--- config.mk ---
export PLATFORM = sky130hd
export DESIGN_NAME = ticket_print_arbiter_flat
export DESIGN_NICKNAME = d
export VERILOG_FILES = /design/src/rtl/ticket_print_arbiter_if.sv /design/src/rtl/ticket_print_arbiter.sv /design/src/flat_wrapper.sv
export SDC_FILE = /design/constraint.sdc
export NUM_CORES = 1
export LEC_CHECK = 0
export BUFFER_PORTS_ARGS = -buffer_cell sky130_fd_sc_hd__buf_2
export CAP_MARGIN = 30
export CORE_MARGIN = 1.5
export CORE_UTILIZATION = 55
export DETAILED_ROUTE_END_ITERATION = 10
export GPL_TIMING_DRIVEN = 1
export HOLD_SLACK_MARGIN = 0.02
export PLACE_DENSITY = 0.88
export SYNTH_ARGS = -nofsm -noshare
export SYNTH_HDL_FRONTEND = slang
export SYNTH_SLANG_ARGS = --single-unit
export TNS_END_PERCENT = 100
--- constraint.sdc ---
create_clock -name clk -period 4.55 [get_ports clk]
set_input_delay 0.6825 -clock clk [delete_from_list [all_inputs] [get_ports clk]]
set_output_delay 0.6825 -clock clk [all_outputs]
set_load 0.1 [all_outputs]
--- src/rtl/ticket_print_arbiter_if.sv ---
// rtl/ticket_print_arbiter_if.sv - booth/printer-side bundle for the ticket print arbiter
interface ticket_print_arbiter_if #(
  parameter int NREQ    = 3,
  parameter int STOCK_W = 5
);
  logic [NREQ-1:0]    req;
  logic [3*NREQ-1:0]  dest;
  logic               restock;
  logic [NREQ-1:0]    gnt;
  logic [NREQ-1:0]    done;
  logic [NREQ-1:0]    reject;
  logic               prn_start;
  logic [2:0]         prn_dest;
  logic               busy;
  logic [STOCK_W-1:0] stock;
  logic               sold_out;

  modport master (
    output req, dest, restock,
    input  gnt, done, reject, prn_start, prn_dest, busy, stock, sold_out
  );

  modport slave (
    input  req, dest, restock,
    output gnt, done, reject, prn_start, prn_dest, busy, stock, sold_out
  );
endinterface

--- src/rtl/ticket_print_arbiter.sv ---
// rtl/ticket_print_arbiter.sv - round-robin printer arbiter with print timing and stock tracking
module ticket_print_arbiter #(
  parameter int NREQ         = 3,
  parameter int PRINT_CYCLES = 4,
  parameter int STOCK_INIT   = 15,
  parameter int STOCK_W      = 5
) (
  input logic                 clk,
  input logic                 rst,
  ticket_print_arbiter_if.slave bus
);
  localparam int IW = (NREQ > 1) ? $clog2(NREQ) : 1;
  localparam int CW = 4;

  typedef enum logic [1:0] {IDLE, PRINT, DONE, REJ} state_t;

  state_t             r_state;
  logic [IW-1:0]      r_sel;
  logic [IW-1:0]      r_ptr;
  logic [CW-1:0]      r_cnt;
  logic [STOCK_W-1:0] r_stock;
  logic [NREQ-1:0]    r_gnt;
  logic [NREQ-1:0]    r_done;
  logic [NREQ-1:0]    r_reject;
  logic               r_prn_start;
  logic [2:0]         r_prn_dest;
  logic               r_busy;

  int                 w_idx;
  logic               w_found;
  logic [IW-1:0]      w_pick;
  logic [2:0]         w_dest;
  logic               w_dest_ok;
  logic [NREQ-1:0]    w_pick_oh;
  logic [IW-1:0]      w_sel_inc;

  // First requesting booth at or after the round-robin pointer, wrapping.
  always_comb begin
    w_idx   = 0;
    w_found = 1'b0;
    w_pick  = '0;
    for (int k = 0; k < NREQ; k++) begin
      w_idx = int'(r_ptr) + k;
      if (w_idx >= NREQ) w_idx = w_idx - NREQ;
      if (!w_found && bus.req[IW'(w_idx)]) begin
        w_found = 1'b1;
        w_pick  = IW'(w_idx);
      end
    end
  end

  assign w_dest    = bus.dest[int'(w_pick)*3 +: 3];
  assign w_dest_ok = (w_dest == 3'b001) || (w_dest == 3'b010) || (w_dest == 3'b100);
  assign w_pick_oh = NREQ'(1) << w_pick;
  assign w_sel_inc = (r_sel == IW'(NREQ-1)) ? '0 : r_sel + 1'b1;

  always_ff @(posedge clk or posedge rst) begin
    if (rst) begin
      r_state     <= IDLE;
      r_sel       <= '0;
      r_ptr       <= '0;
      r_cnt       <= '0;
      r_stock     <= STOCK_W'(STOCK_INIT);
      r_gnt       <= '0;
      r_done      <= '0;
      r_reject    <= '0;
      r_prn_start <= 1'b0;
      r_prn_dest  <= '0;
      r_busy      <= 1'b0;
    end else begin
      r_prn_start <= 1'b0;
      r_done      <= '0;
      r_reject    <= '0;
      case (r_state)
        IDLE: begin
          if (w_found) begin
            r_sel  <= w_pick;
            r_busy <= 1'b1;
            if (r_stock == '0 || !w_dest_ok) begin
              r_state  <= REJ;
              r_reject <= w_pick_oh;
            end else begin
              r_state     <= PRINT;
              r_gnt       <= w_pick_oh;
              r_prn_start <= 1'b1;
              r_prn_dest  <= w_dest;
              r_cnt       <= CW'(PRINT_CYCLES-1);
              r_stock     <= r_stock - 1'b1;
            end
          end
        end
        PRINT: begin
          if (r_cnt == '0) begin
            r_state    <= DONE;
            r_done     <= r_gnt;
            r_gnt      <= '0;
            r_prn_dest <= '0;
          end else begin
            r_cnt <= r_cnt - 1'b1;
          end
        end
        DONE, REJ: begin
          r_state <= IDLE;
          r_ptr   <= w_sel_inc;
          r_busy  <= 1'b0;
        end
        default: r_state <= IDLE;
      endcase
      // Restock overrides any decrement taken on the same edge.
      if (bus.restock) r_stock <= STOCK_W'(STOCK_INIT);
    end
  end

  assign bus.gnt       = r_gnt;
  assign bus.done      = r_done;
  assign bus.reject    = r_reject;
  assign bus.prn_start = r_prn_start;
  assign bus.prn_dest  = r_prn_dest;
  assign bus.busy      = r_busy;
  assign bus.stock     = r_stock;
  assign bus.sold_out  = (r_stock == '0);
endmodule

--- src/flat_wrapper.sv ---
// flat-port wrapper written by rule: the top's interface ports become plain ports
module ticket_print_arbiter_flat 
#(
  parameter int NREQ         = 3,
  parameter int PRINT_CYCLES = 4,
  parameter int STOCK_INIT   = 15,
  parameter int STOCK_W      = 5
)
  (clk, rst, bus_req, bus_dest, bus_restock, bus_gnt, bus_done, bus_reject, bus_prn_start, bus_prn_dest, bus_busy, bus_stock, bus_sold_out);
  ticket_print_arbiter_if #(.NREQ(NREQ), .STOCK_W(STOCK_W)) bus_i ();
  input logic clk;
  input logic rst;
  input wire logic [$bits(bus_i.req)-1:0] bus_req;
  input wire logic [$bits(bus_i.dest)-1:0] bus_dest;
  input wire logic [$bits(bus_i.restock)-1:0] bus_restock;
  output wire logic [$bits(bus_i.gnt)-1:0] bus_gnt;
  output wire logic [$bits(bus_i.done)-1:0] bus_done;
  output wire logic [$bits(bus_i.reject)-1:0] bus_reject;
  output wire logic [$bits(bus_i.prn_start)-1:0] bus_prn_start;
  output wire logic [$bits(bus_i.prn_dest)-1:0] bus_prn_dest;
  output wire logic [$bits(bus_i.busy)-1:0] bus_busy;
  output wire logic [$bits(bus_i.stock)-1:0] bus_stock;
  output wire logic [$bits(bus_i.sold_out)-1:0] bus_sold_out;
  assign bus_i.req = bus_req;
  assign bus_i.dest = bus_dest;
  assign bus_i.restock = bus_restock;
  assign bus_gnt = bus_i.gnt;
  assign bus_done = bus_i.done;
  assign bus_reject = bus_i.reject;
  assign bus_prn_start = bus_i.prn_start;
  assign bus_prn_dest = bus_i.prn_dest;
  assign bus_busy = bus_i.busy;
  assign bus_stock = bus_i.stock;
  assign bus_sold_out = bus_i.sold_out;
  ticket_print_arbiter #(.NREQ(NREQ), .PRINT_CYCLES(PRINT_CYCLES), .STOCK_INIT(STOCK_INIT), .STOCK_W(STOCK_W)) u_core (.clk(clk), .rst(rst), .bus(bus_i));
endmodule
=== After elaboration in Yosys (flattened, before gate mapping) ===
Cells that the tools add are included.

* $add $sub $neg: 8
* $mul: 1
* Divide/modulo/power cells: 0
* Magnitude comparators: 6
* Equal/unequal tests: 12
* Shifts and indexed selects: 2
* Muxes and demuxes: 48
* Bitwise logic cells: 0
* Reductions and logical operators: 22

{| class="wikitable"
|+ Operators with widths
! operator !! number
|-
| $shiftx 9x32->3 || 1
|-
| $mux 3 || 10
|-
| $mux 2 || 10
|-
| $mux 5 || 4
|-
| $mux 1 || 13
|-
| $lt 2x4->1 const B || 3
|-
| $mux 4 || 3
|-
| $pmux 3 s2 || 2
|-
| $pmux 4 s2 || 1
|-
| $reduce_and 4->1 || 2
|-
| $reduce_bool 2->1 || 4
|-
| $bmux 1 s2 || 3
|-
| $eq 2x2->1 const B || 3
|-
| $ge 3x2->1 const B || 2
|-
| $ne 2x2->1 const B || 3
|-
| $pmux 2 s3 || 1
|-
| $reduce_and 2->1 || 3
|-
| $logic_not 5->1 || 1
|-
| $sub 5x1->5 const B || 1
|-
| $logic_not 4->1 || 1
|-
| $mul 2x2->4 const B || 1
|-
| $ne 2x1->1 const B || 2
|-
| $sub 2x1->2 const B || 2
|-
| $sub 4x1->4 const B || 1
|-
| 17 further kinds || 22
|}

* Register bits after elaboration: 29
* Bits in latches: 0
* RAM bits: 0
* ROM bits: 0
* Bits of input ports: 15
* Output and inout bits: 20
* Logic and storage cells: 110
* Memories kept: 0

=== Longest topological paths before layout ===
* Depth after elaboration: 23
* Gate-level depth with buffers: 12
* Gate-level depth less buffers: 10

=== Worst setup path before layout ===
Ideal clock, no wire load.

* Kind: register to register
* From: register u_core.r_ptr[1]
* To: register u_core.r_stock[4], in the netlist u_core.bus.stock[4]
* Library setup time: 125 ps
* Data arrival time: 3220 ps
* Data required time: 4425 ps
* Path slack: 1205 ps
* Stages on the path, launching flop included: 12
* Path buffers: 1
* Clock period less this slack: 3345 ps
* Path through: dfrtp_1 > inv_1 > ha_1 > buf_6 > mux2i_2 > o221ai_1 > o32ai_1 > mux2_2 > mux2i_2 > a21oi_1 > a2111oi_2 > mux2_2

* Word-level cells in the longest chain between the ends: 21
* Elaborated cells between the ends (all ways): 42

{| class="wikitable"
|+ RTL lines
! element !! line !! RTL
|-
| from (decl) || ticket_print_arbiter.sv:19 || <nowiki>logic [IW-1:0] r_ptr;</nowiki>
|-
| from (signal assigned) || ticket_print_arbiter.sv:104 || <nowiki>r_ptr <= w_sel_inc;</nowiki>
|-
| parallel branches: the longest is 20 deep, another holds $mul 2x2->4 || - ||
|-
| $reduce_and 3->1 (no line) (*) || - ||
|-
| to (signal assigned) || ticket_print_arbiter.sv:63 || <nowiki>r_stock <= STOCK_W'(STOCK_INIT);</nowiki>
|-
| to (signal assigned) || ticket_print_arbiter.sv:88 || <nowiki>r_stock <= r_stock - 1'b1;</nowiki>
|-
| to (signal assigned) || ticket_print_arbiter.sv:110 || <nowiki>if (bus.restock) r_stock <= STOCK_W'(STOCK_INIT);</nowiki>
|-
| to (decl) || ticket_print_arbiter.sv:21 || <nowiki>logic [STOCK_W-1:0] r_stock;</nowiki>
|}

Mark *: on every way between the ends. The select of a mux whose other input is x is not followed.
A chain may end at the register's enable or synchronous reset.

=== Final worst setup path ===
* From: register u_core.r_ptr[1]
* To: register u_core.r_prn_dest[0], in the netlist u_core.bus.prn_dest[0]

* Word-level cells in the longest chain between the ends: 21
* Elaborated cells between the ends (all ways): 45

{| class="wikitable"
|+ RTL lines
! element !! line !! RTL
|-
| parallel branches: the longest is 21 deep, another holds $mul 2x2->4 || - ||
|-
| to (signal assigned) || ticket_print_arbiter.sv:86 || <nowiki>r_prn_dest <= w_dest;</nowiki>
|-
| to (decl) || ticket_print_arbiter.sv:26 || <nowiki>logic [2:0] r_prn_dest;</nowiki>
|}

Several ways; the timed one is not identified. The select of a mux whose other input is x is not followed.

==> metrics.md <==
| Metric | Value |
|---|---|
| Initial core utilization | `0.566` |
| Final slew viol count | `0` |
| Worst-margin pin slew | `0.647 ns` |
| Antenna cell count | `0` |
| Global placer's final weighted congestion | `0.896` |
| WP buf/inv | `1` |
| Core box area | `3310 sq um` |
| Post-synth EDFFs | `0` |
| Floorplan die height | `61.4 um` |
| Worst Hold Class | `primary input to async pin` |
| CTS H-tree lvls | `2` |
| Share of cells above drive strength 1 | `0.285` |
| CTS Buf Count | `5` |
| Final setup violation count | `0` |
| Final Cycle Share | `0.856` |
| Crit-path leading delay family | `compound AO/OA/AOI/OAI gates` |
| Top_reg_cell synth | `dfrtp_1` |
| Fmax | `257 MHz` |
| Syn nets | `222` |
| Synth top area cells | `dfrtp_1, mux2i_1, dfstp_2` |
| CP startpoint kind | `flip-flop` |
| DRT iter0 DRCs | `111` |
| Top-area cell type share of the netlist area | `0.334` |
| Final hold viol count | `0` |
| Antenna-violating nets left | `0` |
| Cell taking the most area after synthesis | `dfrtp_1` |
| Yosys warning count | `0` |
| Mapped cell area | `1870 sq um` |
| Max-Cap Viols | `0` |
| Full die area | `3770 sq um` |
| Minimum clock period after layout | `3.90 ns` |
| CP max stage delay | `0.62 ns` |
| Number of global-route vias before repair | `1363` |
| Row Count | `21` |
| All-Layer GR Usage | `0.207` |
| Boundary pin count | `35` |
| Hpwl dp | `2860 um` |
| Kind of critical path | `flip-flop to flip-flop` |
| Post-synthesis async set-or-reset flop share | `1.00` |
| Initial antenna violation count | `0` |
| Clock tree buffer depth | `2` |
| Vias/cell | `5.54` |
| Routed WL per cell | `13.4 um` |
| Critical Path AT | `4.16 ns` |
| CTS tree | `yes` |
| Yosys reg bits | `29` |
| Synth cell count leaders | `dfrtp_1, nand2_1, nor2_1, inv_1, mux2i_1` |
| Mean Syn Cell Area | `9.42 sq um` |
| Status | `complete, no violations` |
| Routed vias | `1556` |
| Clk slew on worst S/H paths | `0.10 ns` |
| Largest net degree at the start of global routing | `21` |
| Layout Nets | `257` |
| WHS | `0.345 ns` |
| Setup TNS | `0 ns` |
| Worst slew margin | `0.567` |
| Routed wire length | `3750 um` |
| RSZ-0062 raised after global routing | `no` |
| Global-route wire length before repair | `5710 um` |
| Fin area | `2150 sq um` |
| Required time of the critical path | `4.81 ns` |
| Cts hold-fix bufs | `0` |
| Cell variety after synth | `47` |
| Root buf cell | `clkbuf_4` |
| Worst path cell trace | `inv_1 -> ha_1 -> mux2i_2 -> o221ai_1 -> o32ai_1 -> mux2_2 -> mux2i_4 -> a21oi_1 -> a211oi_4 -> mux2i_1` |
| Grt total ovfl | `0` |
| Placed inst area | `2090 sq um` |
| Seq/Total Area, Yosys | `0.390` |
| 1st-pass router iterations | `4` |
| Worst-skew pair later-pin latency | `0.34 ns` |
| CTS sink cnt | `29` |
| Max FO, Critical Path | `9` |
| Layout Cells excl Fill | `281` |
| # DRC | `0` |
| Fin Clk Skew | `0.0171 ns` |
| Setup repair bufs after CTS | `0` |
| Area growth, synth to finish | `14.7%` |
| Critical Path End Type | `flip-flop` |
| Cells after DPL | `273` |
| I/O Buffers | `34` |
| Die W | `61.4 um` |
| CP max stage cell | `o32ai_1` |
| Syn Inst Count | `199` |
| Post-CTS sizing | `0` |
final timing paths:
kind                                              from                            endpoint  slack [ns]  depth (start not counted)
max                        u_core.r_ptr[1]$_DFFE_PP0N_  u_core.bus.prn_dest[0]$_DFFE_PP0P_        0.65                         10
min                                                rst         u_core.r_ptr[1]$_DFFE_PP0N_        0.34                          2
max reg2reg                u_core.r_ptr[1]$_DFFE_PP0N_  u_core.bus.prn_dest[0]$_DFFE_PP0P_        0.65                         10
min reg2reg                u_core.r_sel[1]$_DFFE_PP0P_         u_core.r_ptr[1]$_DFFE_PP0N_        0.48                          1
max in group asynchronous                          rst     u_core.bus.stock[0]$_DFFE_PP1P_        3.67                          3
min in group clk           u_core.r_sel[1]$_DFFE_PP0P_         u_core.r_ptr[1]$_DFFE_PP0N_        0.48                          1
cells in the final DEF (no fill, tap or decap), drive strengths merged, types with 7 or more instances in the layout:
master / netlist / layout
o21ai: 11 / 11
ha: 8 / 8
buf: 4 / 36
a21oi: 7 / 7
dfrtp: 25 / 25
nor2: 19 / 19
nand2: 25 / 25
inv: 12 / 12
mux2i: 16 / 16
cell families (layout without fill, tap and decap cells):
kind of cell | after synthesis | in the layout | share of synthesized area
xor+xnor | 1 | 1 | 0.00868
flops | 29 | 29 | 0.390
compound gates | 38 | 38 | 0.150
fa+ha+maj | 8 | 8 | 0.0534
mux | 22 | 22 | 0.139
buf+inv | 20 | 56 | 0.0467
simple gates | 81 | 81 | 0.213
state kept, by name, summed over array words and instances (netlist names):
register / flops
u_core.r_state: 2
u_core.bus.done: 3
u_core.bus.busy: 1
u_core.bus.prn_start: 1
u_core.bus.prn_dest: 3
u_core.bus.reject: 3
u_core.r_ptr: 2
u_core.bus.gnt: 3
u_core.bus.stock: 5
u_core.r_sel: 2
u_core.r_cnt: 4
metal layers:
| layer | global-route usage | share of wire | vias up |
|---|---|---|---|
| li1 | - | - | 762 |
| met1 | 0.250 | 0.43 | 753 |
| met3 | 0.0525 | 0.041 | 8 |
| met5 | 0 | 0 | - |
| met4 | 0.0851 | 0.019 | 0 |
| met2 | 0.353 | 0.51 | 33 |
worst reg2reg max path: stages (launching register included):
cell	delay [ns]
dfrtp_1	0.43
inv_1	0.11
ha_1	0.36
mux2i_2	0.33
o221ai_1	0.16
o32ai_1	0.62
mux2_2	0.43
mux2i_4	0.28
a21oi_1	0.24
a211oi_4	0.60
mux2i_1	0.28
stage by stage:
stage,utilization,worst slack [ns]
5_1_grt,0.649,0.375
2_1_floorplan,-,1.21
4_1_cts,0.649,0.661
3_3_place_gp,0.624,0.883
3_5_place_dp,0.633,0.689
6_report,0.649,0.654
layout make-up:
type,instances,area (sq um)
Sequential cell,29,731
Timing Repair Buffer,36,205
Clock buffer,5,37.5
Multi-Input combinational cell,150,1060
Clock inverter,3,17.5
Inverter,12,45.0
Tap cell,46,57.6
Fill cell,278,1160
Power is not shown: default switching activity piles up to over one toggle a cycle in this logic, so the estimate is an artifact.
